[src/rtl/sram_arbiter_if.sv]
// Request, response and SRAM pin bundle for sram_arbiter.
// slave: arbiter side; master: requesters plus the SRAM model/buffer.
interface sram_arbiter_if #(
  parameter int unsigned ADDR_W = 17
) ();
  logic              cpu_req;
  logic              cpu_we;
  logic [ADDR_W-1:0] cpu_addr;
  logic [7:0]        cpu_wdata;
  logic [7:0]        cpu_rdata;
  logic              cpu_ack;

  logic              vid_req;
  logic [ADDR_W-1:0] vid_addr;
  logic [7:0]        vid_rdata;
  logic              vid_ack;

  logic [ADDR_W-1:0] sram_a;
  logic              sram_n_cs1;
  logic              sram_cs2;
  logic              sram_n_oe;
  logic              sram_n_we;
  logic [7:0]        sram_io_o;
  logic              sram_io_oe;
  logic [7:0]        sram_io_i;

  logic              busy;

  modport slave (
    input  cpu_req, cpu_we, cpu_addr, cpu_wdata,
    output cpu_rdata, cpu_ack,
    input  vid_req, vid_addr,
    output vid_rdata, vid_ack,
    output sram_a, sram_n_cs1, sram_cs2, sram_n_oe, sram_n_we, sram_io_o, sram_io_oe,
    input  sram_io_i,
    output busy
  );

  modport master (
    output cpu_req, cpu_we, cpu_addr, cpu_wdata,
    input  cpu_rdata, cpu_ack,
    output vid_req, vid_addr,
    input  vid_rdata, vid_ack,
    input  sram_a, sram_n_cs1, sram_cs2, sram_n_oe, sram_n_we, sram_io_o, sram_io_oe,
    output sram_io_i,
    input  busy
  );
endinterface

[src/rtl/sram_arbiter.sv]
// Two-port (CPU read/write, VID read-only) sequencer for one async 8-bit SRAM.
// Define SRAM_ARB_STARVE_GUARD_EN to let a starved CPU past a continuous VID stream.
module sram_arbiter #(
  parameter int unsigned ADDR_W       = 17,
  parameter int unsigned WAIT_CYCLES  = 2,
  parameter int unsigned STARVE_LIMIT = 4
) (
  input  logic           clk,
  input  logic           reset_n,
  sram_arbiter_if.slave  bus
);

  typedef enum logic [2:0] {
    StIdle,
    StRd,
    StWrSetup,
    StWrPulse,
    StWrHold,
    StAck
  } state_e;

  localparam logic [3:0] WaitLoad = 4'(WAIT_CYCLES - 1);

  state_e            state_q, state_d;
  logic              owner_vid_q, owner_vid_d;
  logic [ADDR_W-1:0] addr_q, addr_d;
  logic [7:0]        wdata_q, wdata_d;
  logic [3:0]        cnt_q, cnt_d;
  logic [7:0]        cpu_rdata_q, cpu_rdata_d;
  logic [7:0]        vid_rdata_q, vid_rdata_d;
  logic              force_cpu;
  logic              grant_vid;
  logic              grant_cpu;

`ifdef SRAM_ARB_STARVE_GUARD_EN
  localparam logic [3:0] StarveMax = 4'(STARVE_LIMIT);

  logic [3:0] starve_q, starve_d;

  assign force_cpu = (starve_q == StarveMax) && bus.cpu_req && bus.vid_req;

  // Counts VID wins that left the CPU waiting; any CPU win clears it.
  always_comb begin
    starve_d = starve_q;
    if (state_q == StIdle) begin
      if (grant_cpu) begin
        starve_d = '0;
      end else if (grant_vid && bus.cpu_req && (starve_q != StarveMax)) begin
        starve_d = starve_q + 4'd1;
      end
    end
  end

  always_ff @(posedge clk or negedge reset_n) begin
    if (!reset_n) begin
      starve_q <= '0;
    end else begin
      starve_q <= starve_d;
    end
  end
`else
  logic unused_starve_limit;
  assign unused_starve_limit = ^STARVE_LIMIT;
  assign force_cpu = 1'b0;
`endif

  assign grant_vid = bus.vid_req && !force_cpu;
  assign grant_cpu = bus.cpu_req && !grant_vid;

  always_comb begin
    state_d     = state_q;
    owner_vid_d = owner_vid_q;
    addr_d      = addr_q;
    wdata_d     = wdata_q;
    cnt_d       = cnt_q;
    cpu_rdata_d = cpu_rdata_q;
    vid_rdata_d = vid_rdata_q;
    unique case (state_q)
      StIdle: begin
        if (grant_vid) begin
          owner_vid_d = 1'b1;
          addr_d      = bus.vid_addr;
          cnt_d       = WaitLoad;
          state_d     = StRd;
        end else if (grant_cpu) begin
          owner_vid_d = 1'b0;
          addr_d      = bus.cpu_addr;
          wdata_d     = bus.cpu_wdata;
          cnt_d       = WaitLoad;
          state_d     = bus.cpu_we ? StWrSetup : StRd;
        end
      end
      StRd: begin
        if (cnt_q == 4'd0) begin
          if (owner_vid_q) begin
            vid_rdata_d = bus.sram_io_i;
          end else begin
            cpu_rdata_d = bus.sram_io_i;
          end
          state_d = StAck;
        end else begin
          cnt_d = cnt_q - 4'd1;
        end
      end
      StWrSetup: state_d = StWrPulse;
      StWrPulse: begin
        if (cnt_q == 4'd0) begin
          state_d = StWrHold;
        end else begin
          cnt_d = cnt_q - 4'd1;
        end
      end
      StWrHold: state_d = StIdle;
      StAck:    state_d = StIdle;
      default:  state_d = StIdle;
    endcase
  end

  always_ff @(posedge clk or negedge reset_n) begin
    if (!reset_n) begin
      state_q     <= StIdle;
      owner_vid_q <= 1'b0;
      addr_q      <= '0;
      wdata_q     <= '0;
      cnt_q       <= '0;
      cpu_rdata_q <= '0;
      vid_rdata_q <= '0;
    end else begin
      state_q     <= state_d;
      owner_vid_q <= owner_vid_d;
      addr_q      <= addr_d;
      wdata_q     <= wdata_d;
      cnt_q       <= cnt_d;
      cpu_rdata_q <= cpu_rdata_d;
      vid_rdata_q <= vid_rdata_d;
    end
  end

  // Pins decode straight from state flops so async reset releases them at once.
  logic wr_phase;
  logic cs_active;

  assign wr_phase  = (state_q == StWrSetup) || (state_q == StWrPulse) || (state_q == StWrHold);
  assign cs_active = wr_phase || (state_q == StRd);

  assign bus.sram_a     = addr_q;
  assign bus.sram_io_o  = wdata_q;
  assign bus.sram_io_oe = wr_phase;
  assign bus.sram_n_cs1 = !cs_active;
  assign bus.sram_cs2   = cs_active;
  assign bus.sram_n_oe  = (state_q != StRd);
  assign bus.sram_n_we  = (state_q != StWrPulse);

  assign bus.cpu_ack   = ((state_q == StAck) && !owner_vid_q) || (state_q == StWrHold);
  assign bus.vid_ack   = (state_q == StAck) && owner_vid_q;
  assign bus.cpu_rdata = cpu_rdata_q;
  assign bus.vid_rdata = vid_rdata_q;
  assign bus.busy      = (state_q != StIdle);

endmodule

[src/flat_wrapper.sv]
// flat-port wrapper written by rule: the top's interface ports become plain ports
module sram_arbiter_flat 
#(
  parameter int unsigned ADDR_W       = 17,
  parameter int unsigned WAIT_CYCLES  = 2,
  parameter int unsigned STARVE_LIMIT = 4
)
  (clk, reset_n, bus_cpu_req, bus_cpu_we, bus_cpu_addr, bus_cpu_wdata, bus_cpu_rdata, bus_cpu_ack, bus_vid_req, bus_vid_addr, bus_vid_rdata, bus_vid_ack, bus_sram_a, bus_sram_n_cs1, bus_sram_cs2, bus_sram_n_oe, bus_sram_n_we, bus_sram_io_o, bus_sram_io_oe, bus_sram_io_i, bus_busy);
  sram_arbiter_if #(.ADDR_W(ADDR_W)) bus_i ();
  input  logic clk;
  input  logic reset_n;
  input wire logic [$bits(bus_i.cpu_req)-1:0] bus_cpu_req;
  input wire logic [$bits(bus_i.cpu_we)-1:0] bus_cpu_we;
  input wire logic [$bits(bus_i.cpu_addr)-1:0] bus_cpu_addr;
  input wire logic [$bits(bus_i.cpu_wdata)-1:0] bus_cpu_wdata;
  output wire logic [$bits(bus_i.cpu_rdata)-1:0] bus_cpu_rdata;
  output wire logic [$bits(bus_i.cpu_ack)-1:0] bus_cpu_ack;
  input wire logic [$bits(bus_i.vid_req)-1:0] bus_vid_req;
  input wire logic [$bits(bus_i.vid_addr)-1:0] bus_vid_addr;
  output wire logic [$bits(bus_i.vid_rdata)-1:0] bus_vid_rdata;
  output wire logic [$bits(bus_i.vid_ack)-1:0] bus_vid_ack;
  output wire logic [$bits(bus_i.sram_a)-1:0] bus_sram_a;
  output wire logic [$bits(bus_i.sram_n_cs1)-1:0] bus_sram_n_cs1;
  output wire logic [$bits(bus_i.sram_cs2)-1:0] bus_sram_cs2;
  output wire logic [$bits(bus_i.sram_n_oe)-1:0] bus_sram_n_oe;
  output wire logic [$bits(bus_i.sram_n_we)-1:0] bus_sram_n_we;
  output wire logic [$bits(bus_i.sram_io_o)-1:0] bus_sram_io_o;
  output wire logic [$bits(bus_i.sram_io_oe)-1:0] bus_sram_io_oe;
  input wire logic [$bits(bus_i.sram_io_i)-1:0] bus_sram_io_i;
  output wire logic [$bits(bus_i.busy)-1:0] bus_busy;
  assign bus_i.cpu_req = bus_cpu_req;
  assign bus_i.cpu_we = bus_cpu_we;
  assign bus_i.cpu_addr = bus_cpu_addr;
  assign bus_i.cpu_wdata = bus_cpu_wdata;
  assign bus_cpu_rdata = bus_i.cpu_rdata;
  assign bus_cpu_ack = bus_i.cpu_ack;
  assign bus_i.vid_req = bus_vid_req;
  assign bus_i.vid_addr = bus_vid_addr;
  assign bus_vid_rdata = bus_i.vid_rdata;
  assign bus_vid_ack = bus_i.vid_ack;
  assign bus_sram_a = bus_i.sram_a;
  assign bus_sram_n_cs1 = bus_i.sram_n_cs1;
  assign bus_sram_cs2 = bus_i.sram_cs2;
  assign bus_sram_n_oe = bus_i.sram_n_oe;
  assign bus_sram_n_we = bus_i.sram_n_we;
  assign bus_sram_io_o = bus_i.sram_io_o;
  assign bus_sram_io_oe = bus_i.sram_io_oe;
  assign bus_i.sram_io_i = bus_sram_io_i;
  assign bus_busy = bus_i.busy;
  sram_arbiter #(.ADDR_W(ADDR_W), .WAIT_CYCLES(WAIT_CYCLES), .STARVE_LIMIT(STARVE_LIMIT)) u_core (.clk(clk), .reset_n(reset_n), .bus(bus_i));
endmodule
[config.mk]
export PLATFORM = sky130hd
export DESIGN_NAME = sram_arbiter_flat
export DESIGN_NICKNAME = d
export VERILOG_FILES = /design/src/rtl/sram_arbiter_if.sv /design/src/rtl/sram_arbiter.sv /design/src/flat_wrapper.sv
export SDC_FILE = /design/constraint.sdc
export NUM_CORES = 1
export LEC_CHECK = 0
export CAP_MARGIN = 20
export CORE_UTILIZATION = 37
export CTS_CLUSTER_SIZE = 10
export DETAILED_ROUTE_END_ITERATION = 8
export MAX_ROUTING_LAYER = met4
export PLACE_DENSITY = 0.78
export SYNTH_ARGS = -nofsm -noshare
export SYNTH_HDL_FRONTEND = slang
export SYNTH_SLANG_ARGS = --single-unit
[constraint.sdc]
create_clock -name clk -period 1.9 [get_ports clk]
set_clock_uncertainty 0.05 [all_clocks]
set_input_delay 0.19 -clock clk [delete_from_list [all_inputs] [get_ports clk]]
set_output_delay 0.19 -clock clk [all_outputs]
set_load 0.01 [all_outputs]
# Word level (Yosys, flattened, before mapping)
# Index checks and enable logic that the tools add are counted.
# op_classes
add_sub_neg	1
eq_ne	11
mux	14
bitwise	2
reduce_logical	22
# op_table
op	n
$mux W17	2
$reduce_and A3 Y1	5
$mux W3	4
$mux W4	3
$pmux W3 S4	1
$pmux W4 S2	1
$eq A3 B2 Y1 const B	2
$eq A3 B3 Y1 const B	2
$ne A3 B2 Y1 const B	2
$logic_not A4 Y1	1
$logic_or A1 B1 Y1	4
$ne A2 B1 Y1 const B	2
$reduce_bool A2 Y1	2
$sub A4 B1 Y4 const B	1
$eq A3 B1 Y1 const B	1
$logic_and A1 B1 Y1	3
$logic_not A1 Y1	3
$logic_not A3 Y1	1
$ne A3 B1 Y1 const B	1
$reduce_bool A3 Y1	1
$mux W1	2
$mux W2	1
$ne A2 B2 Y1 const B	1
$not A1 Y1	2
2 further kinds	2
# totals
register_bits	49
input_bits	55
output_inout_bits	49

# Logic depth before layout (Yosys ltp)
# Gate-level depths: netlist of run 1.
# logic_depth
word_depth	5
depth_mapped	5
depth_no_buf	5

# Worst setup path before layout of run 1
# No wires, ideal clock.
# synth_path
path_type	reg-to-reg
from	reg u_core.cnt_q[0]
to	reg u_core.cpu_rdata_q[0] (netlist: u_core.bus.cpu_rdata[0])
arrival_ps	1739
required_time_ps	1725
path_slack_ps	-14
stages_incl_launch_ff	6
path_buffers	0
synth_period_minus_slack_ps	1914
cell_sequence	dfrtp_1 inv_1 ha_1 or3b_4 nor4_4 mux2_2
# synth_between
elab_chain_cells	2
# synth_rtl
element	line_no	rtl
start, declared	sram_arbiter.sv:28	logic [3:0] cnt_q, cnt_d;
start signal, assigned	sram_arbiter.sv:133	cnt_q <= cnt_d;
$logic_not A4 Y1	sram_arbiter.sv:94	if (cnt_q == 4'd0) begin
$reduce_and A3 Y1 (no line)	n/a	
end signal, assigned	sram_arbiter.sv:134	cpu_rdata_q <= cpu_rdata_d;
end, declared	sram_arbiter.sv:29	logic [7:0] cpu_rdata_q, cpu_rdata_d;
# Every way passes these cells.
# A chain may end at the register's enable or synchronous reset.

# Worst setup path in the final report of run 1
# layout_path
from	reg u_core.cnt_q[0]
to	reg u_core.cpu_rdata_q[2] (netlist: u_core.bus.cpu_rdata[2])
# Same word-level chain as after synthesis.

==> results of run 1 <==
==> worst max path at each step <==
stage                                   end  cells after the start
CTS                 u_core.bus.cpu_rdata[2]                      6
global route        u_core.bus.cpu_rdata[2]                      6
detailed placement  u_core.bus.cpu_rdata[2]                      6
floorplan           u_core.bus.cpu_rdata[0]                      5
global placement    u_core.bus.cpu_rdata[2]                      6
finish              u_core.bus.cpu_rdata[2]                      6
==> layout make-up <==
class	count	area, sq um	area share
sequential	49	1230	0.3290
multi-input combinational	100	989.7	0.2647
tap	75	93.84	0.02510
timing repair buffer	131	1261	0.3373
clock buffer	5	68.82	0.01841
inverter	7	26.28	0.007028
clock inverter	3	68.82	0.01841
==> sequential cells by signal (all words and copies together) (netlist names) <==
register	count
u_core.owner_vid_q	1
u_core.state_q	3
u_core.cnt_q	4
u_core.bus.sram_a	17
u_core.bus.sram_io_o	8
u_core.bus.cpu_rdata	8
u_core.bus.vid_rdata	8
==> worst max-delay path, cell delays in order, from the launching register on <==
cell and delay (ps):
dfrtp_1 410, inv_2 90, ha_4 140, or3b_4 390
nor4_4 180, buf_4 190, mux2_2 340
==> power groups by stage <==
stage,combinational (mW),sequential [mW],clock (mW)
after floorplan,1.09,2.02,0
after global placement,2.58,1.87,0
after detailed placement,2.64,1.89,0
after CTS,2.78,1.88,0.924
after global routing,3.11,1.94,0.955
final,2.89,1.88,0.890
==> routing by layer <==
metal / wire length (um) / share of wire / vias up / track usage
met2: 2720 / 0.50 / 58 / 0.2880
met3: 271 / 0.050 / 8 / 0.03543
met1: 2318 / 0.43 / 882 / 0.2290
li1: - / - / 844 / -
met4: 85 / 0.016 / 0 / 0.05536
met5: 0 / 0 / - / -
==> cells in the mapped netlist (2+ instances only) <==
master	number
nor2b_1	3
nor2_1	4
nand2_1	6
ha_1	2
clkbuf_1	2
buf_4	3
nand2b_1	4
dfrtp_1	49
a21oi_1	4
a311oi_1	2
inv_1	7
buf_2	3
mux2_2	58
==> cell families (layout without fill, tap and decap cells) <==
family,count (synthesis),count (layout),synth area share
buffers and inverters,15,146,0.03174
adders and majority gates,2,2,0.01113
muxes,58,58,0.2906
and+or+nand+nor,24,24,0.06959
DFF,49,49,0.5457
AOI/OAI and AO/OA,16,16,0.05123
==> per-stage QoR <==
stage | setup TNS, ps | std cells | cell area (sq um) | utilization | hold slack, ps
floorplan | -108.1 | 164 | 2247 | - | -155.6
global placement | 0 | 346 | 3437 | 0.5840 | 87.26
CTS | 0 | 364 | 3675 | 0.6244 | 299.3
global route | -525.7 | 370 | 3739 | 0.6352 | 339.1
detailed placement | -243.8 | 346 | 3437 | 0.5840 | 83.96
finish | 0 | 370 | 3739 | 0.6352 | 296.2
==> timing repair <==
| item | in CTS | in global routing |
|---|---|---|
| setup buffers | 9 | 6 |
| endpoints found under the hold margin | 15 | 0 |
| hold buffers | 1 | 0 |
| pin swaps | 1 | 1 |
| gates resized for setup | 14 | 6 |
| setup endpoints to repair | 13 | 19 |
==> results.yml, run 1 <==
outcome:
  status: "completed"
timing:
  finalCriticalPeriod_ps: 1890
  grt_setup_unrepaired: "yes"
  period_share: 0.9947
  fin_ws_ps: 10.03
  finalHoldViolCount: 0
  slew_violations: 0
  max-slew-margin-rel: 0.7044
  setup_viol: 0
  fmax_mhz: 529.1
  worst_slew_pin_slew_ps: 432.2
clocking:
  cts_tree: "built"
  cts.sinks: 49
  clkTransAtPathRegs_ps: 90
  clock_latency_ps: 300
  h-tree-depth: 2
  cts_buffers: 5
  root_buffer: "clkbuf_8"
  clockBufferDepth: 2
detailed_routing:
  drt-total-wl_um: 5395
  drt_iter0_drc: 40
  wire_per_inst_um: 14.58
  vias: 1792
  vias_per_cell: 4.843
  drt-pass1-iter-count: 4
  drc: 0
  drtAntennaViolNets: 0
setup_path:
  startpoint_type: "flop"
  worstReg2RegEnd: "u_core.bus.cpu_rdata[2]"
  critPathKind: "reg2reg"
  r2r_setup_slack_ps: 10
  cp.required_ps: 2040
  crit_start: "u_core.cnt_q[0]"
  crit_fanout: 5
  reg2reg_depth: 6
  cp-end-kind: "flop"
  crit_arrival_ps: 2030
  worstReg2RegStart: "u_core.cnt_q[0]"
synth:
  synth.distinct_cells: 30
  synth-edff-count: 0
  syn_nets: 221
  yosysWarnings: 0
  avgSynthCellArea_sq_um: 13.70
  synth_top_area_share: 0.5457
  synth_ff_type: "dfrtp_1"
  synthArstFlopShare: 1.000
  ys_top_cells_by_area: "dfrtp_1, mux2_2, inv_1"
  ys_seq_elements: 49
  postSynthCellCount: 164
  synth_area_sq_um: 2247
  seq_area_frac_synth: 0.5457
  synth_top_area_cell: "dfrtp_1"
power_and_ir_drop:
  p_comb_frac: 0.511
  p_clk_frac: 0.157
  vdd_drop_max_mv: 0.9833
  leakagePower_nw: 1.619
  intPower_mw: 3.887
  power_per_cell_area_nw_per_um2: 1513
  p_total_mw: 5.656
  power_switching_mw: 1.769
  seqPwrFrac: 0.332
  p_sw_frac: 0.3127
grt:
  grt_pass1_vias: 1830
  antenna_found_initial: 0
  grt_max_degree: 22
  grt.overflow.total: 0
  grt_pass1_wl_um: 8604
  grt_usage: 0.1793
run:
  drv_cap: 0
placement:
  pre_cts_slack_ps: -47.94
  portBuffers: 103
  dp_hpwl_um: 3853
  gp_congestion: 0.7814
cells_and_area:
  n_antenna_cell: 0
  fill_cells: 462
  final_cell_mix: "clkdlybuf4s50_1, mux2_2, dfrtp_1, buf_4, nand2_1"
  fin_nets: 351
  layout-drive-gt1-share: 0.3593
  syn2layout_area_growth_pct: 66.37
  final_common_cell: "clkdlybuf4s50_1"
floorplanning:
  boundaryPins: 104
  die_h_um: 79.93
  start_util: 0.3818
  rows: 28
  core_sq_um: 5886
  dieArea_sq_um: 6389
  die_width_um: 79.93
min_path:
  min_path_type: "in2async"
Power figures use the tool's default switching activity.
==> run 2: changes to the inputs <==
--- a/config.mk
+++ b/config.mk
@@ -9,6 +9,7 @@
 export CORE_UTILIZATION = 37
 export CTS_CLUSTER_SIZE = 10
 export DETAILED_ROUTE_END_ITERATION = 8
+export GPL_TIMING_DRIVEN = 0
 export MAX_ROUTING_LAYER = met4
 export PLACE_DENSITY = 0.78
 export SYNTH_ARGS = -nofsm -noshare
==> run 2 against run 1 <==
  * The flow now finishes with violations (negative setup slack)
  * Sequential share of layout area increased by 0.76 points
  * First-iteration DRC count is 60% higher
  * Maximum frequency is 4.6% lower
  * Critical path type unchanged
  * Highest routed layer unchanged
==> results.yml, run 2 (synthesis results as in run 1) <==
cells_and_area:
  fill_cells: 486
  n_antenna_cell: 0
  final_cell_area_sq_um: 3647
  final_common_cell: "clkdlybuf4s50_1"
  fin_nets: 342
  final_cell_mix: "clkdlybuf4s50_1, mux2_2, dfrtp_1, buf_4, mux2_4"
  multiInputGateArea_sq_um: 1013
  finish.utilization: 0.6197
  largest_register_ffs: 17
  syn2layout_area_growth_pct: 62.31
  seqCellArea_sq_um: 1227
  layout-drive-gt1-share: 0.3357
placement:
  place_area_sq_um: 3387
  portBuffers: 103
  dp_hpwl_um: 3727
  gp_congestion: 0.7606
clocking:
  clkTransAtPathRegs_ps: 90
  clockBufferDepth: 2
  h-tree-depth: 2
  cts.sinks: 49
  cts_tree: "built"
  cts_buffers: 5
  root_buffer: "clkbuf_8"
  clock_latency_ps: 300
setup_path:
  worstReg2RegEnd: "u_core.bus.cpu_rdata[5]"
  critPathKind: "reg2reg"
  critical_path_depth: 6
  crit_family: "simple AND/OR/NAND/NOR gates"
  path_cells: "inv_2, ha_4, or3b_4, nor4_4, buf_12, mux2_4"
  endpoint: "u_core.bus.cpu_rdata[5]"
  worstReg2RegStart: "u_core.cnt_q[1]"
  reg2reg_depth: 6
  cp.required_ps: 2040
  crit_start: "u_core.cnt_q[1]"
  worst-path-buf-inv: 2
  r2r_setup_slack_ps: -80
  cp-end-kind: "flop"
  startpoint_type: "flop"
  slowest_delay_ps: 410
  crit_arrival_ps: 2120
  crit_fanout: 8
  cp_slowest_cell: "dfrtp_1"
power_and_ir_drop:
  power_per_cell_area_nw_per_um2: 1446
  vdd_drop_max_mv: 0.6690
  leakagePower_nw: 1.574
timing:
  slew_violations: 0
  fmax_mhz: 504.9
  max-slew-margin-rel: 0.6957
  fin_ws_ps: -80.59
  finalCriticalPeriod_ps: 1981
  grt_setup_unrepaired: "yes"
  setup_viol: 8
  worst_slew_pin_slew_ps: 445.0
  period_share: 1.042
  finalHoldViolCount: 0
  tns_ps: -612.0
detailed_routing:
  drt-total-wl_um: 5061
  drt_iter0_drc: 64
  wire_per_inst_um: 14.02
  drt-pass1-iter-count: 6
  drc: 0
  drtAntennaViolNets: 0
  vias: 1762
  vias_per_cell: 4.881
floorplanning:
  rows: 28
  core_sq_um: 5886
  boundaryPins: 104
  die_h_um: 79.93
  dieArea_sq_um: 6389
  die_width_um: 79.93
  start_util: 0.3818
outcome:
  status: "complete, but fails checks"
  violations: "negative setup slack"
grt:
  grt_pass1_wl_um: 8314
  grt_pass1_vias: 1823
  grt_max_degree: 37
  grt.overflow.total: 0
  antenna_found_initial: 0
  grt_usage: 0.1744
min_path:
  min_path_type: "in2async"
run:
  drv_cap: 0
-- run 2: cell types whose count changed in the layout (fill, tap and decap cells not counted), sizes merged --
| cell | change |
|---|---|
| dlygate4sd2 | +2 |
| dlymetal6s2s | +1 |
| clkdlybuf4s50 | -3 |
| bufinv | -2 |
| clkinv | +2 |
| inv | -1 |
| clkbuf | +2 |
| buf | -10 |
-- run 2: how the worst min path moves through the flow --
stage	from	to	slack (ps)	depth (start not counted)
2_1_floorplan	reset_n	u_core.bus.cpu_rdata[0]	-160	0
3_3_place_gp	u_core.bus.sram_io_o[2]	u_core.bus.sram_io_o[2]	440	1
3_5_place_dp	reset_n	u_core.bus.sram_a[13]	70	1
4_1_cts	reset_n	u_core.bus.sram_a[13]	290	2
5_1_grt	reset_n	u_core.bus.sram_a[9]	300	2
6_report	reset_n	u_core.bus.sram_a[13]	270	2
-- run 2: metrics by stage --
step                worst slack, ps  power, mW  instances  hold WS [ps]
floorplan                    -13.51      3.102        164        -155.6
global placement             -859.5      4.377        342         435.9
detailed placement           -399.3      4.460        343         65.94
CTS                          -29.58      5.296        359         286.9
global route                 -121.7      5.623        361         302.6
finish                       -80.59      5.275        361         273.4
-- run 2: worst register-to-register path, delay by kind of cell, from the launching register on --
family,cells,cell delay [ps]
DFF,1,410
and+or+nand+nor,2,700
muxes,1,300
adders and majority gates,1,140
buffers and inverters,2,280
-- run 2: layout make-up --
cell class | count | area share
well taps | 75 | 0.02573
plain buffers | 7 | 0.01338
clock buffers | 6 | 0.02264
inverters | 7 | 0.007204
repair buffers | 115 | 0.3129
clock inverters | 2 | 0.003774
flip-flops and latches | 49 | 0.3365
multi-input cells | 100 | 0.2779
-- run 2: where the power goes --
part / switching, mW / total [mW] / leakage [nW] / internal [mW]
Sequential: 0.279 / 1.82 / 0.595 / 1.54
Clock: 0.335 / 0.630 / 0.0512 / 0.295
Combinational: 1.09 / 2.82 / 0.927 / 1.74
Total: 1.70 / 5.27 / 1.57 / 3.57
-- run 2: what timing repair did --
action,in CTS,in global routing
buffers inserted,8,2
pin swaps,3,0
gates resized for setup,24,4
hold buffers,1,0
gates cloned,0,0
endpoints found under the hold margin,13,0
setup endpoints to repair,32,27
-- run 2: metal layers --
metal / vias to the layer above / GRT usage / share of wire
met3: 9 / 0.05143 / 0.057
met4: 0 / 0.05357 / 0.018
met5: - / - / 0
li1: 828 / - / -
met2: 50 / 0.2940 / 0.51
met1: 875 / 0.2001 / 0.41
